## config.mk

```make
export PLATFORM = sky130hd
export DESIGN_NAME = uart_rx_dispatch_flat
export DESIGN_NICKNAME = d
export VERILOG_FILES = /design/src/rtl/uart_rx_dispatch_if.sv /design/src/rtl/uart_rx_dispatch.sv /design/src/flat_wrapper.sv
export SDC_FILE = /design/constraint.sdc
export NUM_CORES = 1
export LEC_CHECK = 0
export ABC_AREA = 1
export BUFFER_PORTS_ARGS = -buffer_cell sky130_fd_sc_hd__buf_2
export CAP_MARGIN = 25
export CORE_MARGIN = 2
export CORE_UTILIZATION = 61
export DETAILED_ROUTE_END_ITERATION = 10
export MAX_ROUTING_LAYER = met4
export PLACE_DENSITY = 0.79
export SLEW_MARGIN = 5
export SYNTH_ARGS = -nofsm -noshare
export SYNTH_HDL_FRONTEND = slang
export SYNTH_SLANG_ARGS = --single-unit
```

## constraint.sdc

```tcl
create_clock -name clk -period 3.5 [get_ports clk]
set_input_delay 0.35 -clock clk [delete_from_list [all_inputs] [get_ports clk]]
set_output_delay 0.35 -clock clk [all_outputs]
set_load 0.01 [all_outputs]
```

## src/rtl/uart_rx_dispatch_if.sv

```systemverilog
// Byte-stream and consumer-channel bundle for uart_rx_dispatch.
// master: the dispatcher (takes the receiver byte stream, drives the channels).
// slave : the surroundings (UART receiver plus the consumer channels).
//   rx_done_tick/rx_data : one received byte, valid for one cycle
//   ch_valid (one-hot)   : byte offered to channel i
//   ch_data/ch_last      : offered byte, shared by all channels; last flag
//   ch_ready             : per-channel accept
interface uart_rx_dispatch_if #(
  parameter int NCH = 4
);
  logic           rx_done_tick;
  logic [7:0]     rx_data;
  logic [NCH-1:0] ch_valid;
  logic [7:0]     ch_data;
  logic           ch_last;
  logic [NCH-1:0] ch_ready;

  modport master (
    input  rx_done_tick, rx_data, ch_ready,
    output ch_valid, ch_data, ch_last
  );

  modport slave (
    output rx_done_tick, rx_data, ch_ready,
    input  ch_valid, ch_data, ch_last
  );
endinterface

```

## src/rtl/uart_rx_dispatch.sv

```systemverilog
// Buffers UART receive bytes in a show-ahead FIFO, parses SYNC/HDR/LEN/payload
// frames and steers each payload to one of NCH consumers over valid/ready.
// Ports:
//   clk, reset   : clock, asynchronous active-high reset
//   bus (master) : byte stream in, consumer channels out
//   clr_err      : synchronous clear of the sticky flags (a same-cycle set wins)
//   overrun      : sticky, a byte was dropped because the FIFO was full
//   frame_err    : sticky, a frame named a destination >= NCH
//   busy         : parser is mid-frame or the FIFO holds data
//
// state | meaning
// HUNT  | discard bytes until SYNC
// HDR   | latch destination from the header byte
// LEN   | latch payload length; route to PAY, DROP, or back to HUNT
// PAY   | offer payload bytes to the selected channel
// DROP  | silently consume the payload of a frame with a bad destination
module uart_rx_dispatch #(
  parameter int         NCH   = 4,
  parameter int         DEPTH = 16,
  parameter logic [7:0] SYNC  = 8'hA5
) (
  input  logic              clk,
  input  logic              reset,
  uart_rx_dispatch_if.master bus,
  input  logic              clr_err,
  output logic              overrun,
  output logic              frame_err,
  output logic              busy
);

  localparam int AW = $clog2(DEPTH);

  typedef enum logic [2:0] {HUNT, HDR, LEN, PAY, DROP} state_t;

  logic [7:0]     mem [DEPTH];
  logic [AW-1:0]  wr_ptr, rd_ptr;
  logic [AW:0]    count;
  logic           full, empty, push, pop;
  logic [7:0]     head;

  state_t         state, state_nxt;
  logic [3:0]     dest, dest_nxt;
  logic           bad, bad_nxt;
  logic [7:0]     len, len_nxt;
  logic           ferr_set, ovr_set;
  logic [NCH-1:0] ch_valid_c;
  logic           ch_last_c;

  assign full  = (count == (AW+1)'(DEPTH));
  assign empty = (count == '0);
  assign head  = mem[rd_ptr];

  // A write into a full FIFO still fits when the FSM pops in the same cycle.
  assign push    = bus.rx_done_tick && (!full || pop);
  assign ovr_set = bus.rx_done_tick && full && !pop;

  always_ff @(posedge clk) begin
    if (push) mem[wr_ptr] <= bus.rx_data;
  end

  always_ff @(posedge clk or posedge reset) begin
    if (reset) begin
      wr_ptr <= '0;
      rd_ptr <= '0;
      count  <= '0;
    end else begin
      if (push) wr_ptr <= wr_ptr + 1'b1;
      if (pop)  rd_ptr <= rd_ptr + 1'b1;
      if (push && !pop)      count <= count + 1'b1;
      else if (!push && pop) count <= count - 1'b1;
    end
  end

  always_ff @(posedge clk or posedge reset) begin
    if (reset) begin
      state <= HUNT;
      dest  <= '0;
      bad   <= 1'b0;
      len   <= '0;
    end else begin
      state <= state_nxt;
      dest  <= dest_nxt;
      bad   <= bad_nxt;
      len   <= len_nxt;
    end
  end

  always_comb begin
    state_nxt  = state;
    dest_nxt   = dest;
    bad_nxt    = bad;
    len_nxt    = len;
    pop        = 1'b0;
    ferr_set   = 1'b0;
    ch_valid_c = '0;
    ch_last_c  = 1'b0;
    case (state)
      HUNT: begin
        if (!empty) begin
          pop = 1'b1;
          if (head == SYNC) state_nxt = HDR;
        end
      end
      HDR: begin
        if (!empty) begin
          pop       = 1'b1;
          dest_nxt  = head[3:0];
          bad_nxt   = ({1'b0, head[3:0]} >= 5'(NCH));
          state_nxt = LEN;
        end
      end
      LEN: begin
        if (!empty) begin
          pop     = 1'b1;
          len_nxt = head;
          if (head == 8'd0) begin
            state_nxt = HUNT;
            ferr_set  = bad;
          end else if (bad) begin
            state_nxt = DROP;
            ferr_set  = 1'b1;
          end else begin
            state_nxt = PAY;
          end
        end
      end
      PAY: begin
        ch_last_c = (len == 8'd1);
        for (int i = 0; i < NCH; i++) begin
          if (dest == 4'(i)) begin
            ch_valid_c[i] = !empty;
            if (!empty && bus.ch_ready[i]) pop = 1'b1;
          end
        end
        if (pop) begin
          len_nxt = len - 1'b1;
          if (len == 8'd1) state_nxt = HUNT;
        end
      end
      DROP: begin
        if (!empty) begin
          pop     = 1'b1;
          len_nxt = len - 1'b1;
          if (len == 8'd1) state_nxt = HUNT;
        end
      end
      default: state_nxt = HUNT;
    endcase
  end

  assign bus.ch_valid = ch_valid_c;
  assign bus.ch_last  = ch_last_c;
  assign bus.ch_data  = head;

  always_ff @(posedge clk or posedge reset) begin
    if (reset) begin
      overrun   <= 1'b0;
      frame_err <= 1'b0;
    end else begin
      overrun   <= ovr_set  | (overrun   & ~clr_err);
      frame_err <= ferr_set | (frame_err & ~clr_err);
    end
  end

  assign busy = (state != HUNT) || !empty;

endmodule
```

## src/flat_wrapper.sv

```systemverilog
// flat-port wrapper written by rule: the top's interface ports become plain ports
module uart_rx_dispatch_flat 
#(
  parameter int         NCH   = 4,
  parameter int         DEPTH = 16,
  parameter logic [7:0] SYNC  = 8'hA5
)
  (clk, reset, clr_err, overrun, frame_err, busy, bus_rx_done_tick, bus_rx_data, bus_ch_ready, bus_ch_valid, bus_ch_data, bus_ch_last);
  uart_rx_dispatch_if #(.NCH(NCH)) bus_i ();
  input  logic clk;
  input  logic reset;
  input  logic clr_err;
  output logic overrun;
  output logic frame_err;
  output logic busy;
  input wire logic [$bits(bus_i.rx_done_tick)-1:0] bus_rx_done_tick;
  input wire logic [$bits(bus_i.rx_data)-1:0] bus_rx_data;
  input wire logic [$bits(bus_i.ch_ready)-1:0] bus_ch_ready;
  output wire logic [$bits(bus_i.ch_valid)-1:0] bus_ch_valid;
  output wire logic [$bits(bus_i.ch_data)-1:0] bus_ch_data;
  output wire logic [$bits(bus_i.ch_last)-1:0] bus_ch_last;
  assign bus_i.rx_done_tick = bus_rx_done_tick;
  assign bus_i.rx_data = bus_rx_data;
  assign bus_i.ch_ready = bus_ch_ready;
  assign bus_ch_valid = bus_i.ch_valid;
  assign bus_ch_data = bus_i.ch_data;
  assign bus_ch_last = bus_i.ch_last;
  uart_rx_dispatch #(.NCH(NCH), .DEPTH(DEPTH), .SYNC(SYNC)) u_core (.clk(clk), .reset(reset), .bus(bus_i), .clr_err(clr_err), .overrun(overrun), .frame_err(frame_err), .busy(busy));
endmodule
```

After elaboration in Yosys (flattened, before gate mapping)

Memory sizes are Yosys's and may differ from the RTL's.
Cells that the tools add are included.

Equal/unequal tests: 16
$lt $le $gt $ge: 1
Reduce and logical (&&, ||, !) cells: 26
$add $sub $neg: 5
Mux-type cells: 39
Bitwise logic cells: 6

Operators by type and width:

| operator                                            | count |
|---|---|
| two-way mux 3 bit                                   | 9 |
| two-way mux 8 bit                                   | 3 |
| one-hot mux 8 bit (3 select lines)                  | 1 |
| two-way mux 1 bit                                   | 21 |
| one-hot mux 3 bit (5 select lines)                  | 1 |
| two-way mux 5 bit                                   | 2 |
| logical AND 1 bit                                   | 9 |
| adder 4 x 1 -> 4 bit, second input constant         | 2 |
| == test 4 x 2 -> 1 bit, second input constant       | 2 |
| == test 8 x 1 -> 1 bit, second input constant       | 1 |
| == test 8 bit, second input constant                | 1 |
| logical NOT 8 bit                                   | 1 |
| inequality test 2 bit, second input constant        | 4 |
| subtractor 8 x 1 -> 8 bit, second input constant    | 1 |
| == test 3 x 2 -> 1 bit, second input constant       | 2 |
| AND reduction 6 bit                                 | 1 |
| nonzero test 3 bit                                  | 2 |
| adder 5 x 1 -> 5 bit, second input constant         | 1 |
| == test 5 bit, second input constant                | 1 |
| logical NOT 5 bit                                   | 1 |
| subtractor 5 x 1 -> 5 bit, second input constant    | 1 |
| == test 4 x 1 -> 1 bit, second input constant       | 1 |
| >= comparator 4 x 3 -> 1 bit, second input constant | 1 |
| logical NOT 1 bit                                   | 4 |
| other kinds (15)                                    | 20 |

Flip-flop bits (word level): 31
Memories kept: 1
RAM bits: 128

Memory list:

| memory     | depth | width | read ports | clocked after memory_dff | write ports | line                   | text |
|---|---|---|---|---|---|---|---|
| u_core.mem | 16    | 8     | 1          | 0                        | 1           | uart_rx_dispatch.sv:35 | `logic [7:0] mem [DEPTH];` |

Depth between registers and ports, before layout

Gate-level depths: netlist (run 1).

Depth in word-level cells: 19
Depth in mapped cells: 21

Least setup slack after synthesis (run 1)

Ideal clock, no wire load.

Path type: register to register
Start point: register u_core.count[1]
End point: register u_core.count[4]
Cell stages (with the launch flop): 22
Arrival time: 2.642 ns
Library setup time: 0.125 ns
Setup slack: 0.733 ns
Cell sequence: dfrtp_1 -> nor2_2 -> nand4_2 -> buf_6 -> nand3_1 -> nand2_1 -> o21ai_1 -> nand2_2 -> inv_2 -> nand2_1 -> nand2_2 -> inv_1 -> ha_1 -> inv_1 -> ha_1 -> nand2_1 -> nor2_1 -> a211oi_1 -> nand2_1 -> nand2_1 -> nor2_1 -> xor2_1

Cells in the longest elaborated chain, start to end: 18
Elaborated cells on any way between the ends: 30

RTL lines:

| item                                | line                    | text |
|---|---|---|
| start, declared                     | uart_rx_dispatch.sv:37  | `logic [AW:0] count;` |
| start signal, assigned              | uart_rx_dispatch.sv:69  | `if (push && !pop) count <= count + 1'b1;` |
| start signal, assigned              | uart_rx_dispatch.sv:70  | `else if (!push && pop) count <= count - 1'b1;` |
| logical NOT 5 bit                   | uart_rx_dispatch.sv:50  | `assign empty = (count == '0);` |
| logical NOT 1 bit                   | n/a                     |  |
| logical AND 1 bit                   | uart_rx_dispatch.sv:132 | `if (!empty && bus.ch_ready[i]) pop = 1'b1;` |
| two-way mux 1 bit                   | uart_rx_dispatch.sv:132 |  |
| two-way mux 1 bit                   | uart_rx_dispatch.sv:130 | `if (dest == 4'(i)) begin` |
| two-way mux 1 bit                   | uart_rx_dispatch.sv:132 |  |
| two-way mux 1 bit                   | uart_rx_dispatch.sv:130 |  |
| two-way mux 1 bit                   | uart_rx_dispatch.sv:132 |  |
| [... 3 more ...]                    | n/a                     |  |
| two-way mux 1 bit                   | uart_rx_dispatch.sv:97  | `case (state)` |
| one-hot mux 1 bit (2 select lines)  | uart_rx_dispatch.sv:97  |  |
| logical OR 1 bit (*)                | uart_rx_dispatch.sv:54  | `assign push = bus.rx_done_tick && (!full \|\| pop);` |
| logical AND 1 bit (*)               | uart_rx_dispatch.sv:54  |  |
| net u_core.push                     | uart_rx_dispatch.sv:38  | `logic full, empty, push, pop;` |
| logical NOT 1 bit                   | uart_rx_dispatch.sv:70  |  |
| logical AND 1 bit                   | uart_rx_dispatch.sv:70  |  |
| nonzero test 2 bit (no source line) | n/a                     |  |

Mark *: on every way through the listed nets, which the timed path passes. The rest lies on a longest branch. The select of a mux whose other input is x is not followed.
A chain may end at the register's enable or synchronous reset.

Worst setup path in the final report (run 1)

Ends and elaborated chain as after synthesis.

==> results of run 1 <==
==> routing by layer <==
layer	vias up	wire [µm]	part of all wire (%)
met1	2510	7010	42
met4	0	350	2.1
li1	2586	-	-
met2	226	7940	48
met5	-	0	0
met3	43	1210	7.3
==> Yosys cell counts (9+ instances only) <==
master	instances	area, µm²
sky130_fd_sc_hd__edfxtp_1	128	3840
sky130_fd_sc_hd__nand2_2	14	87.6
sky130_fd_sc_hd__nand2_1	227	852
sky130_fd_sc_hd__nor3_1	25	125
sky130_fd_sc_hd__nor2_1	80	300
sky130_fd_sc_hd__ha_1	12	150
sky130_fd_sc_hd__buf_2	10	50.1
sky130_fd_sc_hd__xor2_1	9	78.8
sky130_fd_sc_hd__a21oi_2	9	78.8
sky130_fd_sc_hd__inv_1	68	255
sky130_fd_sc_hd__dfrtp_1	31	776
sky130_fd_sc_hd__nand3_1	49	245
sky130_fd_sc_hd__o21ai_0	33	165
==> through the flow <==
stage	hold WS (ps)	worst slack (ps)	utilization, %	instances
floorplan	442	733	-	760
global placement	279	520	64.9	930
detailed placement	290	331	64.9	930
CTS	117	238	69.6	963
global route	132	43.5	69.7	963
finish	119	277	69.7	963
==> power groups by stage <==
stage          clock, mW  combinational, mW  sequential [mW]
3_5_place_dp           0               3.20             2.63
4_1_cts             1.76               3.24             2.59
3_3_place_gp           0               3.10             2.61
5_1_grt             1.84               3.64             2.63
6_report            1.75               3.26             2.60
2_1_floorplan          0               2.48             2.55
==> worst paths after layout <==
check                                start          endpoint  slack [ps]  cells past startpoint
setup / recovery           u_core.count[1]   u_core.count[4]         280                     20
setup reg to reg           u_core.count[1]   u_core.count[4]         280                     20
min in group asynchronous            reset   u_core.count[2]         400                      3
max in group asynchronous            reset  u_core.rd_ptr[0]        2460                      4
hold / removal                     clr_err    u_core.overrun         120                      2
hold reg to reg            u_core.count[4]   u_core.count[4]         480                      1
==> layout by cell type (no fill, tap or decap), types with 2 or more instances in the layout <==
cell type	instances
sky130_fd_sc_hd__ha_1	12
sky130_fd_sc_hd__clkinv_1	4
sky130_fd_sc_hd__clkinvlp_4	3
sky130_fd_sc_hd__nand2_4	2
sky130_fd_sc_hd__nand2_1	227
sky130_fd_sc_hd__nor2_2	4
sky130_fd_sc_hd__buf_4	18
sky130_fd_sc_hd__nor2_1	80
sky130_fd_sc_hd__xor2_1	9
sky130_fd_sc_hd__or2_1	2
sky130_fd_sc_hd__dfrtp_1	30
sky130_fd_sc_hd__xnor2_1	3
sky130_fd_sc_hd__a31oi_1	2
sky130_fd_sc_hd__a21oi_2	9
sky130_fd_sc_hd__inv_6	2
sky130_fd_sc_hd__inv_1	68
sky130_fd_sc_hd__a21oi_1	5
sky130_fd_sc_hd__clkinv_4	6
sky130_fd_sc_hd__buf_2	31
sky130_fd_sc_hd__nand3_2	3
sky130_fd_sc_hd__clkbuf_16	17
sky130_fd_sc_hd__o21ai_0	33
sky130_fd_sc_hd__nand3_1	49
sky130_fd_sc_hd__o21ai_1	8
sky130_fd_sc_hd__inv_2	3
sky130_fd_sc_hd__edfxtp_1	128
sky130_fd_sc_hd__nor3_1	25
sky130_fd_sc_hd__nand2_2	14
==> cells by family (layout without fill, tap and decap cells) <==
| kind of cell | Yosys count | after routing | synth area share [%] |
|---|---|---|---|
| AO/OA/AOI/OAI | 62 | 62 | 4.86 |
| XOR/XNOR | 12 | 12 | 1.40 |
| adder cells (fa/ha/maj) | 13 | 13 | 2.27 |
| buffers and inverters | 102 | 158 | 6.53 |
| flip-flops | 159 | 159 | 61.6 |
| AND/OR/NAND/NOR | 412 | 412 | 23.3 |
==> state kept, by name, indices dropped and copies added, names as in the netlist <==
| name | cells |
|---|---|
| u_core.mem | 128 |
| u_core.len | 8 |
| u_core.count | 5 |
| u_core.dest | 4 |
| u_core.rd_ptr | 4 |
| u_core.wr_ptr | 4 |
| u_core.state | 3 |
| u_core.bad | 1 |
| u_core.frame_err | 1 |
| u_core.overrun | 1 |
==> cell type report <==
class,count,area [µm²],area share [%]
Timing Repair Buffer,51,320,3.82
Clock inverter,15,138,1.64
Tap cell,147,184,2.20
Sequential cell,159,4620,55.2
Inverter,75,289,3.45
Clock buffer,17,425,5.08
Multi-Input combinational cell,499,2400,28.6
==> critical path: stages (launching register included) <==
cell and delay [ps]:
sky130_fd_sc_hd__dfrtp_1 420, sky130_fd_sc_hd__nor2_2 210, sky130_fd_sc_hd__nand4_4 200, sky130_fd_sc_hd__nand3_1 140
sky130_fd_sc_hd__nand2_1 80, sky130_fd_sc_hd__o21ai_1 170, sky130_fd_sc_hd__nand2_2 130, sky130_fd_sc_hd__inv_2 90
sky130_fd_sc_hd__nand2_1 60, sky130_fd_sc_hd__nand2_2 70, sky130_fd_sc_hd__inv_1 60, sky130_fd_sc_hd__ha_1 250
sky130_fd_sc_hd__inv_1 150, sky130_fd_sc_hd__ha_1 280, sky130_fd_sc_hd__nand2_1 100, sky130_fd_sc_hd__nor2_1 60
sky130_fd_sc_hd__a211oi_1 280, sky130_fd_sc_hd__nand2_1 90, sky130_fd_sc_hd__nand2_1 70, sky130_fd_sc_hd__nor2_1 40
sky130_fd_sc_hd__xor2_1 140
==> repair_timing <==
item | 4_1_cts | 5_1_grt
hold endpoints to repair | 6 | 0
hold buffers | 1 | 0
gates resized for setup | 0 | 1
setup buffers | 0 | 0
setup endpoints to repair | 0 | 1
==> impl_results.md, run 1 <==
- Combined global-route utilization of all metal layers: 27.3%
- Layout net count: 832
- Synthesized cell area: 7500 µm²
- Crit Path Class: reg -> reg
- Type of the most critical hold path: in -> reg
- Weighted congestion reported at the end of routability-driven placement: 0.977
- Relative contribution of the clock network to total power: 23.0%
- Via count of the first global-routing pass: 5165
- Max Clock Skew: 6.79 ps
- Final TNS setup: 0 ps
- HPWL after DPL: 10500 µm
- Top Usage Layer GRT: met2
- WL per Instance: 17.2 µm
- Max Fclk: 310 MHz
- H-tree depth: 4
- Worst VDD drop: 0.534 mV
- Max clock buf depth: 2
- Worst-margin pin slew: 812 ps
- Sw Ratio: 42.6%
- CTS clock-pin slew for the worst setup and hold paths: 60 ps
- Met3 Usage GRT: 5.75%
- Area of the core: 12000 µm²
- Met1 track demand over resource: 35.7%
- Startpoint kind of the worst setup timing path: flop
- Post-route cell area: 8370 µm²
- Psw: 3.24 mW
- Per-cell via count in the routed design: 5.57
- Cell-internal power: 4.37 mW
- Area Overhead vs Synth: 11.7%
- Unrepaired setup endpoints after global routing: false
- Sequential fraction of the synthesis area: 61.6%
- Share of power burned in registers: 34.1%
- Count of buffers inserted at the top-level ports: 31
- Period utilisation layout: 92.1%
- Maximum number of pins on one net before global-route repair: 80
- Post-Synthesis Cells: 760
- Die Outline Area: 13200 µm²
- Buffer type at the clock tree root: sky130_fd_sc_hd__clkbuf_16
- Signal arrival time at the worst endpoint: 3530 ps
- Die Span Y: 115 µm
- Cell Rows: 40
- Worst Path Max Fanout: 12
- Clock tree from TritonCTS: yes
- Number of DRC markers after the initial detailed-route iteration: 510
- Final Hold Violating Endpoints: 0
- Post-Synthesis Net Count: 789
- Final routed DRC violation total: 0
- Final setup vio count: 0
- Width of the die: 115 µm
- Number of flops mapped to enable cells by yosys: 128
- Met2 Usage GRT: 42.9%
- Worst Path Required: 3810 ps
- Final critical path time including I/O delays and setup: 3220 ps
- Pwr dens: 909 nW/µm²
- # clock sinks: 159
- FILL cells: 821
- Fraction of registers with async set or reset after synthesis: 19.5%
- Synthesis Warnings: 0
- Total of flip-flops plus latches after synthesis: 159
- TritonCTS Buffers: 17
- Ports: 32
- Starting Density: 62.4%
- Relative slew margins: 45.7%
- Fraction of final layout cells sized beyond drive strength 1: 15.1%
- Outcome: completed
- Standby leakage power: 3.48 nW
- Via count: 5365
- First drt pass iteration count: 7
- Part of the power in combinational logic: 42.9%
- Cell area after placement: 7790 µm²
- Post-detailed-route count of antenna-violating nets: 0
- Number of unique standard cell types used by synthesis: 41
- Power, Total: 7.61 mW
- Primary FF master, synth: sky130_fd_sc_hd__edfxtp_1
- Number of pins with negative max-slew slack in the final report: 0
- Count of antenna diodes in the layout: 0
- Final WL: 16500 µm
- Initial antenna violation count: 0
- Synthesized area per cell: 9.86 µm²
- Max-capacitance violation count: 0
- Remaining global-route overflow: 0
- Source-to-sink clock delay at the later pin of the worst-skew pair: 430 ps
- First-pass GRT wire length: 26000 µm
- Crit. End Element: flop
No activity file was read; power rests on OpenSTA's default activity.
==> run 2, diff against run 1 <==
--- a/config.mk
+++ b/config.mk
@@ -5,7 +5,6 @@
 export SDC_FILE = /design/constraint.sdc
 export NUM_CORES = 1
 export LEC_CHECK = 0
-export ABC_AREA = 1
 export BUFFER_PORTS_ARGS = -buffer_cell sky130_fd_sc_hd__buf_2
 export CAP_MARGIN = 25
 export CORE_MARGIN = 2
==> run 2 against run 1 <==
  * Sequential cell count unchanged
  * Sequential share of layout area increased by 2.9 points
  * Critical path depth decreased by 7
  * Power decreased by 12%
  * Critical endpoint unchanged
  * Highest routed layer unchanged
==> impl_results.md, run 2 <==
- Fraction of registers with async set or reset after synthesis: 19.5% (unchanged)
- Standby leakage power: 2.97 nW (was 3.48 nW)
- Via count of the first global-routing pass: 4215 (was 5165)
- Highest metal layer used by the detailed router: met4 (unchanged)
- Largest stage delay, worst path: 580 ps (was 420 ps)
- Startpoint kind of the worst setup timing path: flop (unchanged)
- Via count: 4141 (was 5365)
- TritonCTS Buffers: 17 (unchanged)
- Worst Path Required: 3810 ps (about the same)
- Synthesized area per cell: 15.5 µm² (was 9.86 µm²)
- Area Overhead vs Synth: 14.4% (was 11.7%)
- First drt pass iteration count: 5 (was 7)
- WL per Instance: 22.5 µm (was 17.2 µm)
- Area share of fa/ha/maj cells after synthesis: 2.45% (was 2.27%)
- Footprint of the multi-input gates: 2150 µm² (was 2400 µm²)
- Outcome: completed (unchanged)
- Crit. End Element: flop (unchanged)
- Met3 layer wire length in the routed design: 934 µm (was 1210 µm)
- Most numerous cell types in the synthesized netlist: sky130_fd_sc_hd__edfxtp_1 (128), sky130_fd_sc_hd__dfrtp_1 (31), sky130_fd_sc_hd__nand2_1 (31) (was sky130_fd_sc_hd__nand2_1 (227), sky130_fd_sc_hd__edfxtp_1 (128), sky130_fd_sc_hd__nor2_1 (80))
- Fraction of final layout cells sized beyond drive strength 1: 21.7% (was 15.1%)
- Count of antenna diodes in the layout: 0 (unchanged)
- # clock sinks: 159 (unchanged)
- Wire length on met2: 7590 µm (was 7940 µm)
- Combined global-route utilization of all metal layers: 25.9% (was 27.3%)
- Final setup vio count: 0 (unchanged)
- Sequential fraction of the synthesis area: 66.4% (was 61.6%)
- Starting Density: 63.3% (was 62.4%)
- Remaining global-route overflow: 0 (unchanged)
- Number of flops mapped to enable cells by yosys: 128 (unchanged)
- CTS clock-pin slew for the worst setup and hold paths: 60 ps (about the same)
- Total of flip-flops plus latches after synthesis: 159 (unchanged)
- First-pass GRT wire length: 23100 µm (was 26000 µm)
- Synthesized cell area: 6960 µm² (was 7500 µm²)
- HPWL after DPL: 9600 µm (was 10500 µm)
- Post-Synthesis Cells: 448 (was 760)
- Cell breakdown of the critical path: or4_1, o211ai_1, nor2_1, nor2_4, a31oi_2, ha_1, inv_1, ha_1, a21o_1, a21oi_2, xnor2_1, nor2_1, xor2_1 (was nor2_2, nand4_4, nand3_1, nand2_1, o21ai_1, nand2_2, inv_2, nand2_1, nand2_2, inv_1, ha_1, inv_1, ha_1, nand2_1, nor2_1, a211oi_1, nand2_1, nand2_1, nor2_1, xor2_1)
- Max-capacitance violation count: 0 (unchanged)
- Final Hold Violating Endpoints: 0 (unchanged)
- Area of the core: 11000 µm² (was 12000 µm²)
- Max clock buf depth: 2 (unchanged)
- Pwr dens: 838 nW/µm² (was 909 nW/µm²)
- Final critical path time including I/O delays and setup: 3290 ps (was 3220 ps)
- Width of the die: 111 µm (was 115 µm)
- Synthesis Warnings: 0 (unchanged)
- Commonest non-fill, non-tap cell in the layout: sky130_fd_sc_hd__edfxtp_1 (was sky130_fd_sc_hd__nand2_1)
- Worst-margin pin slew: 1060 ps (was 812 ps)
- Primary FF master, synth: sky130_fd_sc_hd__edfxtp_1 (unchanged)
- Ports: 32 (unchanged)
- Worst VDD drop: 0.529 mV (was 0.534 mV)
- Simple-gate area share of the yosys netlist: 7.14% (was 23.3%)
- Post-detailed-route count of antenna-violating nets: 0 (unchanged)
- Signal arrival time at the worst endpoint: 3600 ps (was 3530 ps)
- Unrepaired setup endpoints after global routing: false (unchanged)
- Largest registers ranked by flip-flop count: u_core.mem: 128 flops, u_core.len: 8 flops, u_core.count: 5 flops (unchanged)
- Area share of the largest cell type after synthesis: 55.3% (was 51.3%)
- Power, Total: 6.67 mW (was 7.61 mW)
- Largest Register: u_core.mem (unchanged)
- Worst Path Max Fanout: 6 (was 12)
- Source-to-sink clock delay at the later pin of the worst-skew pair: 430 ps (about the same)
- Relative slew margins: 29.1% (was 45.7%)
- Max Clock Skew: 16.8 ps (was 6.79 ps)
- Die Outline Area: 12300 µm² (was 13200 µm²)
- Initial antenna violation count: 0 (unchanged)
- Per-cell via count in the routed design: 6.30 (was 5.57)
- Count of buffers inserted at the top-level ports: 31 (unchanged)
- Xor-xnor portion of the synthesized cell area: 1.51% (was 1.40%)
- Compound-gate portion of the synthesized area: 6.26% (was 4.86%)
- Number of unique standard cell types used by synthesis: 55 (was 41)
- Combinational family with the most area after synthesis: multiplexers (was simple AND/OR/NAND/NOR gates)
- H-tree depth: 4 (unchanged)
- Post-Route M1 WL: 5990 µm (was 7010 µm)
- CP max-delay cell: sky130_fd_sc_hd__or4_1 (was sky130_fd_sc_hd__dfrtp_1)
- Number of pins with negative max-slew slack in the final report: 0 (unchanged)
- Crit Path Class: reg -> reg (unchanged)
- Layout net count: 533 (was 832)
- Buffer type at the clock tree root: sky130_fd_sc_hd__clkbuf_16 (unchanged)
- Cell with the most instances after synthesis: sky130_fd_sc_hd__edfxtp_1 (was sky130_fd_sc_hd__nand2_1)
- Cell Rows: 38 (was 40)
- Clock tree from TritonCTS: yes (unchanged)
- Die Span Y: 111 µm (was 115 µm)
- Synth area leader: sky130_fd_sc_hd__edfxtp_1 (unchanged)
- FILL cells: 655 (was 821)
- Max Fclk: 304 MHz (was 310 MHz)
- Maximum number of pins on one net before global-route repair: 44 (was 80)
- Final TNS setup: 0 ps (unchanged)
- Number of DRC markers after the initial detailed-route iteration: 424 (was 510)
- Final WL: 14800 µm (was 16500 µm)
- Register cell area after layout: 4620 µm² (unchanged)
- Post-Synthesis Net Count: 477 (was 789)
- Period utilisation layout: 93.9% (was 92.1%)
- Final routed DRC violation total: 0 (unchanged)
- Cell types with the largest area share after synthesis: sky130_fd_sc_hd__edfxtp_1 (55%), sky130_fd_sc_hd__dfrtp_1 (11%), sky130_fd_sc_hd__mux4_1 (4.5%) (was sky130_fd_sc_hd__edfxtp_1 (51%), sky130_fd_sc_hd__nand2_1 (11%), sky130_fd_sc_hd__dfrtp_1 (10%))
- Weighted congestion reported at the end of routability-driven placement: 0.873 (was 0.977)
- Type of the most critical hold path: in -> reg (unchanged)
- Flip-flop count of the largest register, all copies and words added: 128 (unchanged)
- Highest-count cells in the layout ignoring fill and taps: sky130_fd_sc_hd__edfxtp_1 (128), sky130_fd_sc_hd__buf_2 (32), sky130_fd_sc_hd__nand2_1 (31) (was sky130_fd_sc_hd__nand2_1 (227), sky130_fd_sc_hd__edfxtp_1 (128), sky130_fd_sc_hd__nor2_1 (80))
- Portion of netlist area occupied by mux cells: 13.4% (was 0%)
==> run 2: metal layers <==
layer / vias to the layer above / track usage, %
met4: 0 / 9.42
li1: 1847 / -
met5: - / -
met1: 2095 / 32.5
met2: 173 / 41.7
met3: 26 / 6.40
==> run 2: cell type report <==
type,count,area share [%]
multi-input combinational,249,27.0
sequential,159,58.1
tap,140,2.20
clock buffer,20,5.49
inverter,19,0.897
timing repair buffer,58,4.66
clock inverter,12,1.70
==> run 2: timing repair <==
action | CTS | global route
endpoints found under the hold margin | 13 | 0
endpoints found under the setup margin | 0 | 2
setup buffers | 0 | 1
hold buffers | 1 | 0
gates resized for setup | 0 | 2
==> run 2: power by group <==
part           internal, mW  switching (mW)  total [mW]
clock network          1.05           0.737        1.79
registers              2.34           0.262        2.60
logic                 0.994            1.28        2.27
==> run 2: critical path, delay by kind of cell, from the launching register on <==
family / cells / cell delay (ps)
AND/OR/NAND/NOR: 4 / 980
AO/OA/AOI/OAI: 4 / 750
adder cells (fa/ha/maj): 2 / 560
flip-flops: 1 / 450
XOR/XNOR: 2 / 280
buffers and inverters: 1 / 140
==> run 2: path summary, 6_finish.rpt <==
check | start | endpoint | slack, ps | cells past startpoint
worst min-delay path | clr_err | u_core.frame_err | 120 | 2
worst min register to register | u_core.frame_err | u_core.frame_err | 530 | 2
worst max register to register | u_core.count[2] | u_core.count[4] | 210 | 13
min in group asynchronous | reset | u_core.count[4] | 520 | 3
worst max-delay path | u_core.count[2] | u_core.count[4] | 210 | 13
max in group asynchronous | reset | u_core.len[5] | 2270 | 4
==> run 2: cells by family after synthesis <==
logic type / count (synthesis)
AOI/OAI and AO/OA: 65
xor gates and xnor gates: 12
adders and majority gates: 13
buffers and inverters: 40
DFF: 159
muxes: 56
and+or+nand+nor: 103
==> run 2: stage by stage <==
stage / area (µm²) / hold slack, ps / setup slack (ps) / std cells / util, %
final: 7960 / 119 / 214 / 657 / 72.4
after floorplan: 6960 / 446 / 328 / 448 / -
after CTS: 7930 / 108 / 101 / 655 / 72.2
after global placement: 7340 / 414 / 341 / 621 / 66.9
after global routing: 7960 / 131 / 53.3 / 657 / 72.4
after detailed placement: 7350 / 432 / 154 / 622 / 66.9
